--- src/rtl/lux_roof_if.sv ---
// Sample/command bundle between the light front end, the roof decider and the motor controller.
// Latency: none (wires only).
// Backpressure: the request side holds cmd_req/roof_cmd until cmd_ack; samples are never stalled.
// Ports:
//   lux_a/lux_b/sample_valid   paired raw readings with a one-cycle strobe
//   cmd_ack                    motor controller accepts the pending request
//   lux_avg/avg_ready          filtered light level and window-full flag
//   cmd_req/roof_cmd           pending request and its direction (01 open, 10 close)
//   roof_open/fault            authoritative roof position and last-request-timed-out flag
// The master modport is the decider; the slave modport is its environment.
interface lux_roof_if;
  logic [15:0] lux_a;
  logic [15:0] lux_b;
  logic        sample_valid;
  logic        cmd_ack;
  logic [15:0] lux_avg;
  logic        avg_ready;
  logic        cmd_req;
  logic [1:0]  roof_cmd;
  logic        roof_open;
  logic        fault;

  modport master (
    input  lux_a, lux_b, sample_valid, cmd_ack,
    output lux_avg, avg_ready, cmd_req, roof_cmd, roof_open, fault
  );

  modport slave (
    output lux_a, lux_b, sample_valid, cmd_ack,
    input  lux_avg, avg_ready, cmd_req, roof_cmd, roof_open, fault
  );
endinterface

--- src/rtl/lux_roof_decider.sv ---
// Averages paired light readings over 4 samples, confirms bright/dark with hysteresis, requests roof moves.
// Latency: lux_avg one cycle after sample_valid; cmd_req one cycle after the confirming average.
// Backpressure: a request is held until cmd_ack or ACK_TIMEOUT cycles, then dropped with fault set.
// Ports: clk, rst_n (async active-low), bus (lux_roof_if.master: samples in, ack in, average/request/status out).
module lux_roof_decider #(
  parameter logic [15:0] TH_HIGH     = 16'd1200,
  parameter logic [15:0] TH_LOW      = 16'd300,
  parameter int unsigned CONFIRM     = 3,
  parameter int unsigned ACK_TIMEOUT = 100_000_000
) (
  input  logic       clk,
  input  logic       rst_n,
  lux_roof_if.master bus
);

  localparam int unsigned     TW    = (ACK_TIMEOUT > 1) ? $clog2(ACK_TIMEOUT) : 1;
  localparam logic [TW-1:0]   TLAST = TW'(ACK_TIMEOUT - 1);
  localparam logic [3:0]      CONF  = 4'(CONFIRM);

  typedef enum logic [1:0] {WARMUP, MONITOR, REQ} state_e;

  // ---------------- averaging window ----------------
  logic [3:0][15:0] win_q;
  logic [17:0]      sum_q;
  logic [17:0]      sum_nxt;
  logic [15:0]      pair_s;
  logic [2:0]       fill_q;
  logic [15:0]      lux_avg_q;
  logic             avg_ready_q;
  logic             avg_upd_q;
  state_e           state_q, state_d;

  // 17-bit pair sum halved back to 16 bits; cannot overflow.
  assign pair_s  = 16'((17'(bus.lux_a) + 17'(bus.lux_b)) >> 1);
  // Empty slots hold zero, so the running sum is exact during fill as well.
  assign sum_nxt = sum_q + {2'b00, pair_s} - {2'b00, win_q[3]};

  always_ff @(posedge clk or negedge rst_n) begin
    if (!rst_n) begin
      win_q       <= '0;
      sum_q       <= '0;
      fill_q      <= '0;
      lux_avg_q   <= '0;
      avg_ready_q <= 1'b0;
      avg_upd_q   <= 1'b0;
    end else begin
      // A sample landing while a request is open (including the ack cycle) never
      // reaches the confirm counter, so its update strobe is suppressed here.
      avg_upd_q <= bus.sample_valid && (state_q != REQ);
      if (bus.sample_valid) begin
        win_q     <= {win_q[2:0], pair_s};
        sum_q     <= sum_nxt;
        lux_avg_q <= sum_nxt[17:2];
        if (fill_q != 3'd4) fill_q <= fill_q + 3'd1;
        avg_ready_q <= avg_ready_q | (fill_q == 3'd3);
      end
    end
  end

  // ---------------- decision FSM ----------------
  logic [3:0]    cnt_q, cnt_d, cnt_inc;
  logic [TW-1:0] tcnt_q, tcnt_d;
  logic          req_q, req_d;
  logic [1:0]    cmd_q, cmd_d;
  logic          open_q, open_d;
  logic          fault_q, fault_d;
  logic          qualify;

  always_ff @(posedge clk or negedge rst_n) begin
    if (!rst_n) begin
      state_q <= WARMUP;
      cnt_q   <= '0;
      tcnt_q  <= '0;
      req_q   <= 1'b0;
      cmd_q   <= 2'b00;
      open_q  <= 1'b0;
      fault_q <= 1'b0;
    end else begin
      state_q <= state_d;
      cnt_q   <= cnt_d;
      tcnt_q  <= tcnt_d;
      req_q   <= req_d;
      cmd_q   <= cmd_d;
      open_q  <= open_d;
      fault_q <= fault_d;
    end
  end

  always_comb begin
    state_d = state_q;
    cnt_d   = cnt_q;
    tcnt_d  = tcnt_q;
    req_d   = req_q;
    cmd_d   = cmd_q;
    open_d  = open_q;
    fault_d = fault_q;
    // Between the thresholds nothing qualifies, whichever way the roof stands.
    qualify = (!open_q && (lux_avg_q >= TH_HIGH)) || (open_q && (lux_avg_q <= TH_LOW));
    cnt_inc = (cnt_q == 4'd15) ? cnt_q : cnt_q + 4'd1;

    case (state_q)
      WARMUP: begin
        if (avg_ready_q) state_d = MONITOR;
      end
      MONITOR: begin
        if (avg_upd_q) begin
          if (qualify) begin
            cnt_d = cnt_inc;
            if (cnt_inc == CONF) begin
              state_d = REQ;
              req_d   = 1'b1;
              cmd_d   = open_q ? 2'b10 : 2'b01;
              tcnt_d  = '0;
            end
          end else begin
            cnt_d = '0;
          end
        end
      end
      REQ: begin
        // Ack wins over a timeout expiring on the same edge.
        if (bus.cmd_ack) begin
          open_d  = !open_q;
          fault_d = 1'b0;
          cnt_d   = '0;
          req_d   = 1'b0;
          cmd_d   = 2'b00;
          state_d = MONITOR;
        end else if (tcnt_q == TLAST) begin
          fault_d = 1'b1;
          cnt_d   = '0;
          req_d   = 1'b0;
          cmd_d   = 2'b00;
          state_d = MONITOR;
        end else begin
          tcnt_d = tcnt_q + TW'(1);
        end
      end
      default: state_d = WARMUP;
    endcase
  end

  assign bus.lux_avg   = lux_avg_q;
  assign bus.avg_ready = avg_ready_q;
  assign bus.cmd_req   = req_q;
  assign bus.roof_cmd  = cmd_q;
  assign bus.roof_open = open_q;
  assign bus.fault     = fault_q;

endmodule
--- src/flat_wrapper.sv ---
// flat-port wrapper written by rule: the top's interface ports become plain ports
module lux_roof_decider_flat 
#(
  parameter logic [15:0] TH_HIGH     = 16'd1200,
  parameter logic [15:0] TH_LOW      = 16'd300,
  parameter int unsigned CONFIRM     = 3,
  parameter int unsigned ACK_TIMEOUT = 100_000_000
)
  (clk, rst_n, bus_lux_a, bus_lux_b, bus_sample_valid, bus_cmd_ack, bus_lux_avg, bus_avg_ready, bus_cmd_req, bus_roof_cmd, bus_roof_open, bus_fault);
  lux_roof_if bus_i ();
  input  logic clk;
  input  logic rst_n;
  input wire logic [$bits(bus_i.lux_a)-1:0] bus_lux_a;
  input wire logic [$bits(bus_i.lux_b)-1:0] bus_lux_b;
  input wire logic [$bits(bus_i.sample_valid)-1:0] bus_sample_valid;
  input wire logic [$bits(bus_i.cmd_ack)-1:0] bus_cmd_ack;
  output wire logic [$bits(bus_i.lux_avg)-1:0] bus_lux_avg;
  output wire logic [$bits(bus_i.avg_ready)-1:0] bus_avg_ready;
  output wire logic [$bits(bus_i.cmd_req)-1:0] bus_cmd_req;
  output wire logic [$bits(bus_i.roof_cmd)-1:0] bus_roof_cmd;
  output wire logic [$bits(bus_i.roof_open)-1:0] bus_roof_open;
  output wire logic [$bits(bus_i.fault)-1:0] bus_fault;
  assign bus_i.lux_a = bus_lux_a;
  assign bus_i.lux_b = bus_lux_b;
  assign bus_i.sample_valid = bus_sample_valid;
  assign bus_i.cmd_ack = bus_cmd_ack;
  assign bus_lux_avg = bus_i.lux_avg;
  assign bus_avg_ready = bus_i.avg_ready;
  assign bus_cmd_req = bus_i.cmd_req;
  assign bus_roof_cmd = bus_i.roof_cmd;
  assign bus_roof_open = bus_i.roof_open;
  assign bus_fault = bus_i.fault;
  lux_roof_decider #(.TH_HIGH(TH_HIGH), .TH_LOW(TH_LOW), .CONFIRM(CONFIRM), .ACK_TIMEOUT(ACK_TIMEOUT)) u_core (.clk(clk), .rst_n(rst_n), .bus(bus_i));
endmodule
--- config.mk ---
export PLATFORM = sky130hd
export DESIGN_NAME = lux_roof_decider_flat
export DESIGN_NICKNAME = d
export VERILOG_FILES = /design/src/rtl/lux_roof_if.sv /design/src/rtl/lux_roof_decider.sv /design/src/flat_wrapper.sv
export SDC_FILE = /design/constraint.sdc
export NUM_CORES = 1
export LEC_CHECK = 0
export BUFFER_PORTS_ARGS = -buffer_cell sky130_fd_sc_hd__buf_4
export CAP_MARGIN = 25
export CORE_AREA = 5 5 105 132
export CTS_CLUSTER_SIZE = 8
export DETAILED_ROUTE_END_ITERATION = 6
export DIE_AREA = 0 0 110 137
export PLACE_DENSITY = 0.8
export SYNTH_ARGS = -nofsm -noshare
export SYNTH_HDL_FRONTEND = slang
export SYNTH_SLANG_ARGS = --single-unit
--- constraint.sdc ---
create_clock -name clk -period 7.3 [get_ports clk]
set_clock_uncertainty 0.05 [all_clocks]
set_input_delay 1.46 -clock clk [delete_from_list [all_inputs] [get_ports clk]]
set_output_delay 1.46 -clock clk [all_outputs]
set_load 0.01 [all_outputs]
==> results.py, run 1 <==
metrics = {
    "status": {
        "status": "finished, final reports clean",
    },
    "place": {
        "place_hpwl_microns": 10900,
        "port_buffers": 57,
        "gp_congestion": 0.902,
        "dp_cells": 894,
        "dp_slack_ps": 1360,
    },
    "layout": {
        "multi_input_area_sq_mm": 0.00380,
        "final_core_util_pct": 66.6,
        "syn_to_final_growth_pct": 14.1,
        "antennaDiodeCount": 0,
        "final_cells": 927,
        "seqCellArea_sq_mm": 0.00313,
        "nFillCells": 942,
        "drive_gt1_share_pct": 22.1,
        "layout.nets": 838,
    },
    "floorplanning": {
        "die_area_sq_mm": 0.0151,
        "die_y_microns": 137,
        "start_util_pct": 58.4,
        "core_sq_mm": 0.0125,
        "dieWidth_microns": 110,
        "row_count": 46,
        "ios": 58,
    },
    "logic_synthesis": {
        "ys_types": 66,
        "syn_nets": 794,
        "yosysMostFrequentCell": "dfrtp_1",
        "synth.top_cell.area_share_pct": 42.9,
        "synth_area_leaders": "dfrtp_1 (43%), mux2_2 (8.5%), ha_1 (6.7%)",
        "synth_edf_count": 0,
        "synth-main-ff-cell": "dfrtp_1",
        "synthCells": 702,
        "mappedNetlistArea_sq_mm": 0.00729,
        "yosysSeqAreaShare_pct": 42.9,
        "async_reset_ff_share_pct": 100,
        "synth_warnings": 0,
        "yosys.area.top_type": "dfrtp_1",
        "syn_area_per_cell_sq_um": 10.4,
        "synth_common_cells": "dfrtp_1 (125), mux2_2 (55), nand2_1 (55)",
        "ys_seq_elements": 125,
    },
    "critical_path": {
        "path_class": "in -> reg",
        "reg2reg_depth": 10,
        "worstSetupStartpointType": "input port",
        "required_ps": 7540,
        "critPathArrivalTime_ps": 5860,
        "rr_startpoint": "u_core.sum_q[1]$_DFFE_PN0P_",
        "end_kind": "flop",
        "worstPathMaxFanout": 7,
        "startpoint": "bus_lux_b[0]",
        "cp-endpoint": "u_core.bus.lux_avg[15]$_DFFE_PN0P_",
        "rr_endpoint": "u_core.bus.lux_avg[10]$_DFFE_PN0P_",
        "r2r_slack_ps": 3680,
    },
    "timing": {
        "finalCritPeriodShare_pct": 77.0,
        "finalHoldViolCount": 0,
        "worst_slack_ps": 1680,
        "maxSlewViolCount": 0,
        "holdWs_ps": 429,
        "maxSlewHeadroom_pct": 46.7,
        "layout_min_cycle_time_ps": 5620,
        "max_freq_ghz": 0.178,
        "tns_ps": 0,
        "grt_setup_unrepaired": "false",
        "setup_viol": 0,
        "worstMarginPinSlew_ps": 789,
    },
    "grt": {
        "antenna_found_initial": 0,
        "grt_pass1_wl_microns": 26600,
        "grt-ovfl-total": 0,
        "grt_max_degree": 72,
        "track_usage_pct": 22.4,
        "first_global_vias": 5635,
    },
    "clock_tree": {
        "clk_latency_ps": 420,
        "cts_resized": 0,
        "numCtsBuffers": 17,
        "clockBufferDepth": 2,
        "htreeDepth": 4,
        "cts_tree": "built",
        "root_buffer": "clkbuf_16",
        "cts.reportedPaths.clkPinSlew_ps": 60,
        "clock_sinks": 125,
        "cts_setup_buffers": 0,
        "cts_hold_buf": 0,
    },
    "pwr": {
        "worst_ir_drop_vdd_uv": 208,
        "switching_share_pct": 39.7,
        "pwr-share-clk_pct": 21.6,
        "power.switching_mw": 1.47,
        "pwr-share-seq_pct": 29.5,
        "internal_power_mw": 2.23,
        "cellPowerDensity_mw_per_mm2": 445,
        "leakagePower_nw": 3.74,
        "power_frac_comb_pct": 48.9,
    },
    "routing": {
        "ant_nets": 0,
        "wl_microns": 15400,
        "drc": 0,
        "first_pass_iters": 4,
        "vias_per_cell": 5.80,
        "first_iter_violations": 421,
        "wl_per_cell_microns": 16.6,
        "vias": 5374,
    },
    "hold_path": {
        "hp-class": "reg -> reg",
    },
    "job": {
        "maxCapViolCount": 0,
    },
}
-- layout by cell type, fill, tap and decap left out, types with 6 or more instances in the layout --
master / netlist / final
dfrtp_1: 125 / 125
buf_4: 16 / 61
xnor2_1: 24 / 24
o21a_1: 6 / 6
a31oi_1: 8 / 8
xor2_1: 18 / 18
mux2_2: 55 / 55
nor2b_1: 8 / 8
nor3_1: 11 / 11
ha_1: 39 / 39
nand2_1: 55 / 55
clkbuf_16: 0 / 17
o31ai_1: 6 / 6
nand3_1: 18 / 18
a211oi_1: 13 / 13
and2_1: 6 / 6
or2_2: 6 / 6
and3_1: 15 / 15
nand4_1: 11 / 11
inv_1: 40 / 40
fa_1: 17 / 17
a21o_1: 10 / 10
o21ai_0: 40 / 40
nor2_1: 45 / 45
a21oi_1: 25 / 25
o211ai_1: 8 / 8
-- power groups by stage --
| stage | Sequential (mW) | Combinational [mW] | Clock (mW) |
|---|---|---|---|
| after detailed placement | 1.10 | 1.76 | 0 |
| after global placement | 1.08 | 1.68 | 0 |
| after floorplan | 1.04 | 1.39 | 0 |
| final | 1.09 | 1.81 | 0.800 |
| after global routing | 1.12 | 2.01 | 0.846 |
| after CTS | 1.09 | 1.80 | 0.810 |
-- state kept, by name, indices dropped and copies added, names as in the netlist --
register	flops
u_core.bus.cmd_req	1
u_core.bus.roof_cmd	2
u_core.tcnt_q	27
u_core.bus.avg_ready	1
u_core.bus.fault	1
u_core.avg_upd_q	1
u_core.bus.roof_open	1
u_core.state_q	2
u_core.bus.lux_avg	16
u_core.fill_q	3
u_core.win_q	64
u_core.sum_q	2
u_core.cnt_q	4
-- layout make-up --
cell class                 instances  share of cell area [%]
clock buffer                      17                    5.11
clock inverter                    15                    1.67
inverter                          42                    1.90
multi-input combinational        499                    45.7
sequential                       125                    37.6
tap                              168                    2.53
timing repair buffer              61                    5.51
-- how the worst min path moves through the flow --
stage | from | to | cells after the start
4_1_cts | u_core.win_q[47]$_DFFE_PN0P_ | u_core.win_q[63]$_DFFE_PN0P_ | 2
3_3_place_gp | u_core.win_q[40]$_DFFE_PN0P_ | u_core.win_q[56]$_DFFE_PN0P_ | 2
2_1_floorplan | u_core.win_q[33]$_DFFE_PN0P_ | u_core.win_q[49]$_DFFE_PN0P_ | 2
5_1_grt | u_core.win_q[42]$_DFFE_PN0P_ | u_core.win_q[58]$_DFFE_PN0P_ | 2
6_report | u_core.win_q[47]$_DFFE_PN0P_ | u_core.win_q[63]$_DFFE_PN0P_ | 2
3_5_place_dp | u_core.win_q[38]$_DFFE_PN0P_ | u_core.win_q[54]$_DFFE_PN0P_ | 2
-- worst max-delay path: stages --
cell and delay (ps):
buf_4 110, and2_1 160, fa_1 390, a21oi_1 310
o211ai_1 130, a31oi_1 390, o211ai_1 170, a21oi_1 220
xnor2_1 180, fa_1 450, ha_1 380, or2_2 310
a21oi_1 240, a211oi_1 110, o311ai_1 350, a21oi_1 120
or3b_1 380
-- routing by layer --
layer,track usage (%),vias to the layer above,routed length [microns]
met5,0,-,0
met4,8.45,0,396
met3,4.34,35,619
met2,39.3,132,8220
met1,27.0,2655,6190
li1,-,2552,-
-- kinds of logic (layout without fill, tap and decap cells) --
logic type      count (synthesis)  count (layout)  share of synthesized area (%)
xor+xnor                       42              42                           5.05
fa+ha+maj                      56              56                           11.4
flops                         125             125                           42.9
simple gates                  204             204                           14.2
buf+inv                        78             135                           4.96
compound gates                142             142                           13.0
mux                            55              55                           8.50
-- stage by stage --
step                      cell area [sq um]  total power [mW]
after detailed placement               7750              2.85
final                                  8320              3.70
after CTS                              8310              3.71
after global placement                 7750              2.76
after floorplan                        7290              2.43
after global routing                   8320              3.98
Note: power is estimated with default switching activity, not from simulation.
==> inputs of run 2 (changes only) <==
--- a/config.mk
+++ b/config.mk
@@ -7,11 +7,11 @@
 export LEC_CHECK = 0
 export BUFFER_PORTS_ARGS = -buffer_cell sky130_fd_sc_hd__buf_4
 export CAP_MARGIN = 25
-export CORE_AREA = 5 5 105 132
+export CORE_AREA = 5 5 109 137
 export CTS_CLUSTER_SIZE = 8
 export DETAILED_ROUTE_END_ITERATION = 6
-export DIE_AREA = 0 0 110 137
-export PLACE_DENSITY = 0.8
+export DIE_AREA = 0 0 114 142
+export PLACE_DENSITY = 0.78
 export SYNTH_ARGS = -nofsm -noshare
 export SYNTH_HDL_FRONTEND = slang
 export SYNTH_SLANG_ARGS = --single-unit
==> constraint.sdc (replaced) <==
create_clock -name clk -period 5.05 [get_ports clk]
set_clock_uncertainty 0.05 [all_clocks]
set_input_delay 1.01 -clock clk [delete_from_list [all_inputs] [get_ports clk]]
set_output_delay 1.01 -clock clk [all_outputs]
set_load 0.01 [all_outputs]
==> run 2 against run 1 <==
- sequential share of layout area is 1.4 points lower
- routed wire length is 0.94% higher
- combinational power is 57% higher
- highest routed layer unchanged
- core utilization is 2.7 points lower
- largest power group unchanged
- register-to-register slack worse by 1800 ps
- largest cell class unchanged
- die area is 7.4% higher
- total power is 56% higher
- critical path type unchanged
- via count is 2.4% higher
- critical path depth stayed put
==> results.py, run 2 (synthesis results as in run 1) <==
metrics = {
    "place": {
        "dp_cells": 928,
        "gp_congestion": 0.890,
        "place_hpwl_microns": 11100,
        "dp_slack_ps": -188,
        "port_buffers": 57,
    },
    "grt": {
        "grt_max_degree": 56,
        "use_met1_pct": 25.4,
        "first_global_vias": 5691,
        "grt_pass1_wl_microns": 26900,
        "track_usage_pct": 20.5,
        "antenna_found_initial": 0,
        "use_met2_pct": 36.0,
        "grt-ovfl-total": 0,
        "busiest_layer": "met2",
        "grt_use_met3_pct": 3.79,
    },
    "pwr": {
        "worst_ir_drop_vdd_uv": 345,
        "cellPowerDensity_mw_per_mm2": 670,
        "leakagePower_nw": 3.91,
        "p_total_mw": 5.78,
    },
    "timing": {
        "finalHoldViolCount": 0,
        "worstMarginPinSlew_ps": 779,
        "max_freq_ghz": 0.208,
        "grt_setup_unrepaired": "false",
        "finalCritPeriodShare_pct": 95.2,
        "layout_min_cycle_time_ps": 4810,
        "holdWs_ps": 434,
        "setup_viol": 0,
        "worst_slack_ps": 243,
        "maxSlewViolCount": 0,
        "maxSlewHeadroom_pct": 47.3,
    },
    "critical_path": {
        "critPathArrivalTime_ps": 5050,
        "path_class": "in -> reg",
        "worstSetupStartpointType": "input port",
        "end_kind": "flop",
        "required_ps": 5290,
        "worstPathMaxFanout": 3,
    },
    "status": {
        "status": "finished, final reports clean",
    },
    "routing": {
        "first_iter_violations": 363,
        "vias": 5503,
        "vias_per_cell": 5.73,
        "drc": 0,
        "wl_per_cell_microns": 16.2,
        "wl_microns": 15600,
        "ant_nets": 0,
        "first_pass_iters": 5,
    },
    "job": {
        "maxCapViolCount": 0,
    },
    "clock_tree": {
        "cts.reportedPaths.clkPinSlew_ps": 60,
        "clockBufferDepth": 2,
        "cts_tree": "built",
        "clock_sinks": 125,
        "clk_latency_ps": 420,
        "root_buffer": "clkbuf_16",
        "numCtsBuffers": 17,
        "cts_hold_buf": 0,
        "htreeDepth": 4,
    },
    "floorplanning": {
        "ios": 58,
        "dieWidth_microns": 114,
        "die_area_sq_mm": 0.0162,
        "start_util_pct": 53.9,
        "die_y_microns": 142,
        "core_sq_mm": 0.0135,
        "row_count": 48,
    },
    "layout": {
        "drive_gt1_share_pct": 24.8,
        "final_cells": 960,
        "layout_common_cells": "dfrtp_1 (125), buf_4 (87), nand2_1 (55), mux2_2 (55), nor2_1 (45)",
        "layout.nets": 864,
        "largest_reg_flops": 64,
        "antennaDiodeCount": 0,
        "syn_to_final_growth_pct": 18.4,
        "final_core_util_pct": 63.9,
        "layout_commonest_cell": "dfrtp_1",
        "top_register": "u_core.win_q",
    },
    "hold_path": {
        "hp-class": "reg -> reg",
    },
}
## run 2: cell types whose count changed in the layout (fill, tap and decap cells not counted), sizes merged
cell      change
clkinv        -3
clkbuf        +2
bufinv        +4
inv           -4
buf          +26
clkinvlp      +1
## run 2: layout make-up
class | instances | area [sq um]
well taps | 175 | 219
flip-flops and latches | 125 | 3130
repair buffers | 87 | 653
clock inverters | 13 | 213
fillers | 1038 | 4880
clock buffers | 19 | 453
inverters | 42 | 158
multi-input cells | 499 | 3800
## run 2: layer usage
layer	part of all wire [%]	wire [microns]
met3	3.8	595
met2	52	8160
met1	42	6500
met4	2.1	320
met5	0	0
## run 2: through the flow
stage               setup TNS, ps  instance area [sq um]
finish                          0                   8630
global route                    0                   8630
CTS                             0                   8620
detailed placement           -265                   7960
global placement             -101                   7960
floorplan                       0                   7290
## run 2: path summary, 6_finish.rpt
check / cells past startpoint / endpoint / from / slack (ps)
max: 17 / u_core.bus.lux_avg[15]$_DFFE_PN0P_ / bus_lux_b[0] / 240
min: 2 / u_core.win_q[57]$_DFFE_PN0P_ / u_core.win_q[41]$_DFFE_PN0P_ / 430
max reg2reg: 11 / u_core.bus.lux_avg[10]$_DFFE_PN0P_ / u_core.sum_q[1]$_DFFE_PN0P_ / 1870
min reg2reg: 2 / u_core.win_q[57]$_DFFE_PN0P_ / u_core.win_q[41]$_DFFE_PN0P_ / 430
max in group asynchronous: 2 / u_core.fill_q[2]$_DFFE_PN0P_ / rst_n / 3380
min in group asynchronous: 1 / u_core.tcnt_q[7]$_DFFE_PN0P_ / rst_n / 600
## run 2: repair_timing
action	4_1_cts	5_1_grt
gates resized for setup	0	1
setup buffers	0	0
endpoints found under the setup margin	0	1
endpoints found under the hold margin	0	0
## run 2: power by group
group | switching, mW | total [mW] | internal, mW
clock network | 0.458 | 1.36 | 0.903
registers | 0.268 | 1.58 | 1.31
logic | 1.43 | 2.84 | 1.42
total | 2.15 | 5.78 | 3.63
## run 2: critical path: stages
cell      delay (ps)
buf_4            110
and2_1           150
fa_1             390
a21oi_1          250
o211ai_1         130
a31oi_1          270
o211ai_1         130
a21oi_1          180
xnor2_1          180
fa_1             460
ha_1             320
or2_2            290
a21oi_1          230
a211oi_2          90
o311ai_1         360
a21oi_1          120
or3b_1           370
